### src/rtl/writeback_arbiter.sv
// rtl/writeback_arbiter.sv - single-port register-file writeback arbiter for ALU and load results
// Loads win over deferred ALU writes until the starvation counter forces a FIFO drain.
module writeback_arbiter (
  input  logic        clock,
  input  logic        reset_n,
  input  logic        aluValid,
  input  logic [4:0]  aluReg,
  input  logic [31:0] aluData,
  output logic        aluReady,
  input  logic        memValid,
  input  logic [4:0]  memReg,
  input  logic [31:0] memData,
  output logic        memReady,
  output logic        regWrite,
  output logic [4:0]  writeRegister,
  output logic [31:0] writeData,
  input  logic [4:0]  lookupReg,
  output logic        bypassHit,
  output logic [31:0] bypassData,
  output logic [1:0]  pending
);

  localparam logic [4:0] ZERO_REG = 5'd31;

  typedef enum logic [1:0] {
    GRANT_NONE,
    GRANT_FIFO,
    GRANT_MEM,
    GRANT_ALU
  } grant_t;

  // Entry 0 is always the FIFO head; entry 1 is only valid when pending == 2.
  logic [4:0]  fifo_reg  [0:1];
  logic [31:0] fifo_data [0:1];
  logic [1:0]  mem_streak;

  grant_t      grant;
  logic        fifo_nonempty;
  logic        starve;
  logic        alu_live;
  logic        mem_live;
  logic        pop;
  logic        push;
  logic [1:0]  pending_next;
  logic [4:0]  grant_reg;
  logic [31:0] grant_data;
  logic        tail_idx;

  always_comb begin
    fifo_nonempty = (pending != 2'd0);
    starve        = fifo_nonempty && (mem_streak == 2'd3);
    memReady      = !starve;
    aluReady      = (pending != 2'd2);
    // Requests to the zero register are handshaken but otherwise ignored.
    alu_live      = aluValid && aluReady && (aluReg != ZERO_REG);
    mem_live      = memValid && memReady && (memReg != ZERO_REG);

    grant = GRANT_NONE;
    if (starve) begin
      grant = GRANT_FIFO;
    end else if (mem_live) begin
      grant = GRANT_MEM;
    end else if (fifo_nonempty) begin
      grant = GRANT_FIFO;
    end else if (alu_live) begin
      grant = GRANT_ALU;
    end

    pop          = (grant == GRANT_FIFO);
    push         = alu_live && (grant != GRANT_ALU);
    pending_next = pending + {1'b0, push} - {1'b0, pop};

    grant_reg  = 5'd0;
    grant_data = 32'd0;
    case (grant)
      GRANT_FIFO: begin
        grant_reg  = fifo_reg[0];
        grant_data = fifo_data[0];
      end
      GRANT_MEM: begin
        grant_reg  = memReg;
        grant_data = memData;
      end
      GRANT_ALU: begin
        grant_reg  = aluReg;
        grant_data = aluData;
      end
      default: begin
        grant_reg  = 5'd0;
        grant_data = 32'd0;
      end
    endcase
  end

  // Newest value wins: FIFO tail, then head, then the write currently on the output stage.
  always_comb begin
    tail_idx   = (pending == 2'd2);
    bypassHit  = 1'b0;
    bypassData = 32'd0;
    if (lookupReg != ZERO_REG) begin
      if (fifo_nonempty && (fifo_reg[tail_idx] == lookupReg)) begin
        bypassHit  = 1'b1;
        bypassData = fifo_data[tail_idx];
      end else if (fifo_nonempty && (fifo_reg[0] == lookupReg)) begin
        bypassHit  = 1'b1;
        bypassData = fifo_data[0];
      end else if (regWrite && (writeRegister == lookupReg)) begin
        bypassHit  = 1'b1;
        bypassData = writeData;
      end
    end
  end

  always_ff @(posedge clock or negedge reset_n) begin
    if (!reset_n) begin
      fifo_reg[0]   <= 5'd0;
      fifo_reg[1]   <= 5'd0;
      fifo_data[0]  <= 32'd0;
      fifo_data[1]  <= 32'd0;
      pending       <= 2'd0;
      mem_streak    <= 2'd0;
      regWrite      <= 1'b0;
      writeRegister <= 5'd0;
      writeData     <= 32'd0;
    end else begin
      pending  <= pending_next;
      regWrite <= (grant != GRANT_NONE);
      if (grant != GRANT_NONE) begin
        writeRegister <= grant_reg;
        writeData     <= grant_data;
      end

      case ({pop, push})
        2'b10: begin
          fifo_reg[0]  <= fifo_reg[1];
          fifo_data[0] <= fifo_data[1];
        end
        2'b01: begin
          if (pending == 2'd0) begin
            fifo_reg[0]  <= aluReg;
            fifo_data[0] <= aluData;
          end else begin
            fifo_reg[1]  <= aluReg;
            fifo_data[1] <= aluData;
          end
        end
        2'b11: begin
          if (pending == 2'd1) begin
            fifo_reg[0]  <= aluReg;
            fifo_data[0] <= aluData;
          end else begin
            fifo_reg[0]  <= fifo_reg[1];
            fifo_data[0] <= fifo_data[1];
            fifo_reg[1]  <= aluReg;
            fifo_data[1] <= aluData;
          end
        end
        default: begin
        end
      endcase

      if (pop || (pending_next == 2'd0)) begin
        mem_streak <= 2'd0;
      end else if ((grant == GRANT_MEM) && (mem_streak != 2'd3)) begin
        mem_streak <= mem_streak + 2'd1;
      end
    end
  end

endmodule

### config.mk
export PLATFORM = sky130hd
export DESIGN_NAME = writeback_arbiter
export DESIGN_NICKNAME = d
export VERILOG_FILES = /design/src/rtl/writeback_arbiter.sv
export SDC_FILE = /design/constraint.sdc
export NUM_CORES = 1
export LEC_CHECK = 0
export ABC_AREA = 1
export BUFFER_PORTS_ARGS = -buffer_cell sky130_fd_sc_hd__buf_2
export CORE_ASPECT_RATIO = 1.1
export CORE_UTILIZATION = 40
export CTS_BUF_LIST = sky130_fd_sc_hd__clkbuf_8
export CTS_CLUSTER_SIZE = 16
export DETAILED_ROUTE_END_ITERATION = 8
export PLACE_DENSITY = 0.63
export SLEW_MARGIN = 10
export SYNTH_ARGS = -nofsm -noshare
export SYNTH_HDL_FRONTEND = slang
export SYNTH_SLANG_ARGS = --single-unit
### constraint.sdc
create_clock -name clock -period 4.5 [get_ports clock]
set_clock_uncertainty 0.1 [all_clocks]
set_input_delay 0 -clock clock [delete_from_list [all_inputs] [get_ports clock]]
set_output_delay 0 -clock clock [all_outputs]
set_load 0.02 [all_outputs]
==> results.toml, run 1 <==
[clock_tree]
ctsRootBufferMaster = "clkbuf_8"
cts.sinks = 116
htree_levels = 4
cts_made_buffers = 17
clockBufferDepth = 2
ctsResizeCount = 0
clkTransAtPathRegs_ns = 0.07
cts_tree = "done"
clkLatencyLatePin_ns = 0.46

[global_route]
grt_pass1_vias = 8995
grt_overflow = 0
grt_pass1_wl_um = 47700
antenna_found_initial = 1
track_usage_pct = 27.8
grt_max_degree = 72

[logic_synthesis]
yosysWarnings = 0
synth_top_area_share_pct = 34.6
netlist_top_cells_area = "dfrtp_1, nand2_1, nand4_1, nand3_1, inv_1"
ys_types = 29
ys_seq_area_share_pct = 34.6
yosys_most_used_dff = "dfrtp_1"
synth_area_sq_mm = 0.00839
synthesis.nets = 1395
synth_edf_count = 0
synth_top_area_cell = "dfrtp_1"
async_reset_ff_share_pct = 100
ys_ff_latch = 116
synthCells = 1307
avgSynthCellArea_sq_um = 6.42

[floorplan]
design.die.area_sq_mm = 0.0216
pin_count = 158
core_sq_mm = 0.0206
rows = 55
fp.dieW_um = 140
die-height_um = 154
initial_utilization_pct = 40.8

[cells_and_area]
nets = 1609
multi_input_area_sq_mm = 0.00459
area.growth.synth_to_final_pct = 26.7
register_area_sq_mm = 0.00290
fillers = 2108
largest_reg_flops = 64
drive_gt1_share_pct = 15.8

[power]
powerDensity_mw_per_mm2 = 639
leakagePower_nw = 5.67
p_total_w = 0.00679
ir_worst_vdd_uv = 275

[worst_setup_path]
crit_slowest_cell = "dfrtp_1"
regToRegSetupSlack_ns = 0.72
crit_end = "bypassData[18]"
worstSetupPathType = "reg2out"
cp_cell_sequence = "inv_4 -> nand2_4 -> nand2_1 -> nor2_4 -> buf_4 -> nand3_2 -> buf_4 -> nand2_1 -> inv_2 -> nand2_1 -> nand2_2 -> nor2_1 -> buf_2"
startpoint_type = "flip-flop"
reg2reg_to = "fifo_data[27]"
worst_ep_arrival_time_ns = 3.85
cpPeakStageDelay_ns = 0.57
end_kind = "output port"
crit_top_cell = "nand2_1"
rr_startpoint = "pending[1]"
startpoint = "pending[1]"
required_ns = 4.40
critPathMaxFanout = 33
r2r_cells = 13

[sta]
finalSetupTns_ns = 0
hold_viol_final = 0
slew-limit-headroom_pct = 41.2
clock.fmax_mhz = 253
finalSetupViolations = 0
drv_slew = 0
rsz0062_at_grt = "no"
worst_pin_slew_ns = 0.881
period_share_pct = 87.9
fin_crit_ns = 3.95

[worst_hold_path]
hp-class = "in2reg"
whs_path_depth = 5

[placed_design]
dpl.hpwl_um = 17500
gp_congestion = 0.795
port_buffers = 157

[job]
maxCapViolations = 0

[routing]
drc = 0
drt_wl_total_um = 29000
drtIter0Drc = 643
drtPass1Iterations = 7
via_per_inst = 5.22
ant_nets = 0
num_vias = 9342
wl_per_cell_um = 16.2

[outcome]
status = "finished clean"
[worst min path at each step]
stage / from / endpoint
after floorplan: reset_n / fifo_data[0]
after global placement: reset_n / writeData[15]
after detailed placement: reset_n / writeData[15]
after CTS: memValid / mem_streak[1]
after global routing: memValid / mem_streak[1]
final: memValid / mem_streak[1]
[critical path, delay by kind of cell, from the launching register on]
| family | cells | cell delay [ns] |
|---|---|---|
| flip-flops | 1 | 0.57 |
| buffers and inverters | 5 | 1.12 |
| AND/OR/NAND/NOR | 8 | 1.64 |
[timing repair]
| item | CTS | global route |
|---|---|---|
| setup buffers | 0 | 0 |
| hold buffers | 113 | 0 |
| hold endpoints to repair | 178 | 0 |
[metrics by stage]
step / hold slack, ns / cells / cell area, sq um / utilization [%] / setup WS (ns)
5_1_grt: 0.0476 / 1791 / 10600 / 51.7 / 0.307
6_report: 0.00679 / 1791 / 10600 / 51.7 / 0.546
2_1_floorplan: -0.396 / 1307 / 8390 / - / 1.73
3_5_place_dp: -0.106 / 1645 / 9130 / 44.4 / 0.716
3_3_place_gp: -0.113 / 1645 / 9130 / 44.4 / 0.844
4_1_cts: 0.000782 / 1790 / 10600 / 51.7 / 0.598
[cells by family after synthesis]
family | count (synthesis) | share of synthesized area [%]
buffers and inverters | 193 | 11.1
xor gates and xnor gates | 2 | 0.209
adders and majority gates | 5 | 0.745
AOI/OAI and AO/OA | 80 | 5.67
and+or+nand+nor | 911 | 47.7
DFF | 116 | 34.6
[cell usage after synthesis (3+ instances only)]
master	number
buf_4	11
o211ai_1	30
nor2_2	3
nor2_1	75
dfrtp_1	116
nand3_1	89
inv_1	86
buf_6	16
clkbuf_1	26
buf_1	13
nand2_1	587
ha_1	5
o21ai_0	10
buf_2	31
a21oi_1	39
inv_2	8
nand4_1	138
nand3_2	3
nand2_2	4
nor2_4	4
[routing by layer]
layer | global-route usage [%] | share of wire [%]
met1 | 35.3 | 44
met2 | 47.8 | 49
met3 | 5.36 | 5.3
met4 | 8.16 | 1.9
met5 | 0 | 0
[placed cells by master, fill, tap and decap left out, types with 3 or more instances in the layout]
cell,Yosys,final
a21oi_1,39,39
buf_2,31,156
buf_4,11,23
clkbuf_8,0,19
clkinv_2,0,6
clkinvlp_4,0,3
dfrtp_1,116,116
dlygate4sd3_1,0,112
ha_1,5,5
inv_1,86,89
inv_2,8,8
nand2_1,587,586
nand2_2,4,5
nand3_1,89,88
nand3_2,3,4
nand4_1,138,138
nor2_1,75,74
nor2_4,4,6
o211ai_1,30,30
o21ai_0,10,10
[final cells by class]
class                   count  area share (%)
diodes                      1          0.0235
clock buffers              19            2.46
clock inverters            13           0.883
inverters                  96            3.44
multi-input cells         998            43.2
flip-flops and latches    116            27.3
well taps                 256            3.01
repair buffers            292            19.7
[power breakdown]
group	switching, W	internal (W)
Combinational	0.00262	0.00131
Clock	0.000462	0.000452
Sequential	0.000442	0.00151
(Power assumes the default switching activity.)
==> run 2: changes to the inputs <==
clock period = 3.71 ns   (was 4.5 ns; I/O delays follow)
==> run 2 against run 1 <==
Net effect: via count rose by 0.90%; global-route usage is 0.49 points lower; critical path depth shrank 2; largest cell class unchanged.
==> results.toml, run 2 (synthesis gave the netlist of run 1 again) <==
[outcome]
status = "finished clean"

[clock_tree]
clkLatencyLatePin_ns = 0.46
cts_tree = "done"
cts_made_buffers = 17
clkTransAtPathRegs_ns = 0.08
postCtsSetupBuffers = 0
cts.sinks = 116
clockBufferDepth = 2
ctsRootBufferMaster = "clkbuf_8"
htree_levels = 4

[floorplan]
rows = 55
design.die.area_sq_mm = 0.0216
pin_count = 158
core_sq_mm = 0.0206
initial_utilization_pct = 40.8
die-height_um = 154
fp.dieW_um = 140

[routing]
via_per_inst = 5.26
ant_nets = 0
drt_wl_total_um = 28900
drtIter0Drc = 711
num_vias = 9426
drc = 0
drtPass1Iterations = 5
wl_per_cell_um = 16.1

[worst_setup_path]
end_kind = "output port"
r2r_cells = 11
startpoint_type = "flip-flop"
worstSetupPathType = "reg2out"
worst_ep_arrival_time_ns = 3.32
required_ns = 3.61
critPathMaxFanout = 32

[cells_and_area]
final_cell_mix = "nand2_1, buf_2, nand4_1, dfrtp_1, dlygate4sd3_1"
largest_reg_flops = 64
nets = 1610
drive_gt1_share_pct = 15.8
area.growth.synth_to_final_pct = 27.8
final_core_util_pct = 52.1
final_common_cell = "nand2_1"

[sta]
slew-limit-headroom_pct = 34.9
drv_slew = 0
fin_crit_ns = 3.42
clock.fmax_mhz = 293
period_share_pct = 92.1
hold_viol_final = 0
finalSetupTns_ns = 0
worst_pin_slew_ns = 0.976
hold_slack_ns = 0.00953
fin_ws_ns = 0.293
finalSetupViolations = 0
rsz0062_at_grt = "no"

[power]
powerDensity_mw_per_mm2 = 786
leakagePower_nw = 5.71
ir_worst_vdd_uv = 435

[global_route]
grt_pass1_vias = 8786
antenna_found_initial = 1
grt_pass1_wl_um = 46600
grt_max_degree = 72
grt_overflow = 0
track_usage_pct = 27.3

[placed_design]
dpl.hpwl_um = 17600
gp_congestion = 0.820
port_buffers = 157
pre_cts_slack_ns = 0.732

[worst_hold_path]
hp-class = "in2reg"
whs_path_depth = 5

[job]
maxCapViolations = 0
==> run 2: layout make-up <==
cell class / count / area, sq um
fillers: 2075 / 9850
multi-input cells: 998 / 4590
flip-flops and latches: 116 / 2900
repair buffers: 293 / 2120
inverters: 96 / 365
well taps: 256 / 320
clock buffers: 19 / 262
clock inverters: 12 / 163
diodes: 1 / 2.50
==> run 2: worst paths after layout <==
kind                               from             to  slack, ns
setup / recovery             pending[1]  bypassData[0]       0.29
hold / removal                 memValid  mem_streak[1]       0.01
setup reg to reg             pending[1]  writeData[27]       0.59
hold reg to reg            fifo_data[8]   fifo_data[8]       0.40
max in group asynchronous       reset_n   fifo_data[4]       2.55
min in group asynchronous       reset_n  fifo_data[44]       0.16
==> run 2: timing repair <==
action,4_1_cts,5_1_grt
endpoints found under the setup margin,0,1
endpoints found under the hold margin,179,0
hold buffers,112,0
resized for setup,0,1
==> run 2: layer usage <==
metal  GRT usage (%)  routed length, um  up-vias
met4            8.11                577        0
li1                -                  -     4688
met2            47.0              14000      347
met5               0                  0        -
met1            35.3              12500     4354
met3            4.24               1730       37
==> run 2: power by group <==
part	switching [W]	leakage (nW)	internal [W]
sequential	0.000538	1.44	0.00183
combinational	0.00315	4.04	0.00161
clock	0.000547	0.220	0.000753
total	0.00424	5.71	0.00419
==> run 2: per-stage QoR <==
step / total power, W / instances / area [sq um]
2_1_floorplan: 0.00562 / 1307 / 8390
3_3_place_gp: 0.00674 / 1647 / 9170
3_5_place_dp: 0.00683 / 1647 / 9170
4_1_cts: 0.00841 / 1790 / 10700
5_1_grt: 0.00915 / 1791 / 10700
6_report: 0.00843 / 1791 / 10700
==> run 2: worst max-delay path: stages, from the launching register on <==
cell	delay [ns]
dfrtp_1	0.57
inv_4	0.11
nand2_4	0.15
nand2_1	0.12
nor2_4	0.11
nand3_2	0.40
nand2_1	0.22
inv_2	0.04
nand2_1	0.07
nand2_2	0.43
nor2_1	0.40
buf_2	0.22
==> run 3: changes to the inputs <==
CORE_UTILIZATION = 58   (was 40)
PLACE_DENSITY = 0.85   (was 0.63)
==> run 3 against run 2 <==
Net effect: register-to-register slack worse by 0.14 ns; clock-buffer cell count stayed put; sequential cell count stayed put; via count is 6.9% higher; sequential share of layout area is 0.20 points higher; total power is 0.64% higher; combinational power hardly changed; largest cell class unchanged; die area is 31% lower; design area is 0.75% lower; global-route usage is 12 points higher.
==> results.toml, run 3 (synthesis gave the netlist of run 1 again) <==
[clock_tree]
htree_levels = 4
clockBufferDepth = 2
cts_tree = "done"
postCtsSetupBuffers = 0
clkTransAtPathRegs_ns = 0.07
clkLatencyLatePin_ns = 0.45
cts_made_buffers = 17
ctsRootBufferMaster = "clkbuf_8"
cts.sinks = 116

[global_route]
grt_overflow = 0
track_usage_pct = 39.0
grt_pass1_vias = 9569
grt_pass1_wl_um = 45700
antenna_found_initial = 0
grt_max_degree = 75

[placed_design]
gp_congestion = 0.910
dpl.hpwl_um = 16100
pre_cts_slack_ns = 0.610
place_area_sq_mm = 0.00905
port_buffers = 157

[worst_setup_path]
startpoint_type = "flip-flop"
crit_slowest_cell = "dfrtp_1"
end_kind = "output port"
worstSetupPathType = "reg2out"
cp_num_buf_inv = 2
worst_ep_arrival_time_ns = 3.27
crit_top_cell = "nand2_1"
path_delay_family = "simple AND/OR/NAND/NOR gates"
cpPeakStageDelay_ns = 0.52
critPathMaxFanout = 33
required_ns = 3.61
cp_cell_sequence = "inv_4 -> nand2_4 -> nand2_1 -> nand3_1 -> nand2_1 -> nor2_2 -> nand3_2 -> nand2_1 -> nand2_4 -> nor2_1 -> buf_2"

[cells_and_area]
final_cell_mix = "nand2_1, buf_2, nand4_1, dfrtp_1, dlygate4sd3_1"
final_core_util_pct = 76.2
insertedDiodeCount = 0
drive_gt1_share_pct = 15.8
final_common_cell = "nand2_1"
nets = 1611
register_area_sq_mm = 0.00290
fin_area_sq_mm = 0.0106
largest_reg_flops = 64
multi_input_area_sq_mm = 0.00459
area.growth.synth_to_final_pct = 26.9
fillers = 1057

[sta]
clock.fmax_mhz = 296
hold_viol_final = 0
slew-limit-headroom_pct = 45.6
rsz0062_at_grt = "no"
drv_slew = 0
worst_pin_slew_ns = 0.815
period_share_pct = 91.0
finalSetupViolations = 0
fin_crit_ns = 3.37
finalSetupTns_ns = 0
fin_ws_ns = 0.336

[routing]
drtPass1Iterations = 6
via_per_inst = 5.85
ant_nets = 0
drc = 0
num_vias = 10100
drt_wl_total_um = 27800
drtIter0Drc = 1071
wl_per_cell_um = 16.1

[floorplan]
design.die.area_sq_mm = 0.0150
fp.dieW_um = 117
rows = 45
die-height_um = 128
core_sq_mm = 0.0140
pin_count = 158
initial_utilization_pct = 60.1

[power]
p_total_w = 0.00848
leakagePower_nw = 5.72
powerDensity_mw_per_mm2 = 797
ir_worst_vdd_uv = 334

[worst_hold_path]
hp-class = "in2async"

[job]
maxCapViolations = 0

[outcome]
status = "finished clean"
[run 3: where the power goes]
group / total, W / internal, W / switching, W
Sequential: 0.00237 / 0.00183 / 0.000545
Combinational: 0.00475 / 0.00159 / 0.00316
Clock: 0.00136 / 0.000823 / 0.000532
Total: 0.00848 / 0.00424 / 0.00424
[run 3: layout make-up]
| class | count | area share [%] |
|---|---|---|
| clock buffer | 19 | 2.46 |
| clock inverter | 13 | 1.77 |
| inverter | 96 | 3.43 |
| multi-input combinational | 998 | 43.1 |
| sequential | 116 | 27.3 |
| tap | 188 | 2.21 |
| timing repair buffer | 294 | 19.7 |
[run 3: what timing repair did]
action / 4_1_cts / 5_1_grt
hold endpoints to repair: 170 / 0
hold buffers: 113 / 0
resized for setup: 0 / 1
setup endpoints to repair: 0 / 30
[run 3: metal layers]
layer	vias to the layer above	GRT usage [%]	wire length, um
met5	-	0	0
met4	0	21.0	1120
met3	138	9.17	2690
met2	659	62.9	13300
met1	4606	47.9	10700
li1	4678	-	-
[run 3: path summary, 6_finish.rpt]
path | startpoint | to | slack [ns] | cells after the start
hold reg to reg | fifo_data[0] | fifo_data[0] | 0.40 | 2
max in group asynchronous | reset_n | writeData[16] | 2.51 | 3
setup reg to reg | pending[0] | fifo_data[47] | 0.45 | 15
hold / removal | reset_n | mem_streak[0] | 0.05 | 2
min in group clock | aluValid | regWrite | 0.16 | 6
setup / recovery | pending[0] | bypassData[13] | 0.34 | 11
[run 3: per-stage QoR]
step	cells	hold WS [ns]
final	1724	0.0548
after global routing	1724	0.131
after CTS	1724	0.0999
after detailed placement	1579	0.0267
after global placement	1579	0.0208
after floorplan	1307	-0.396
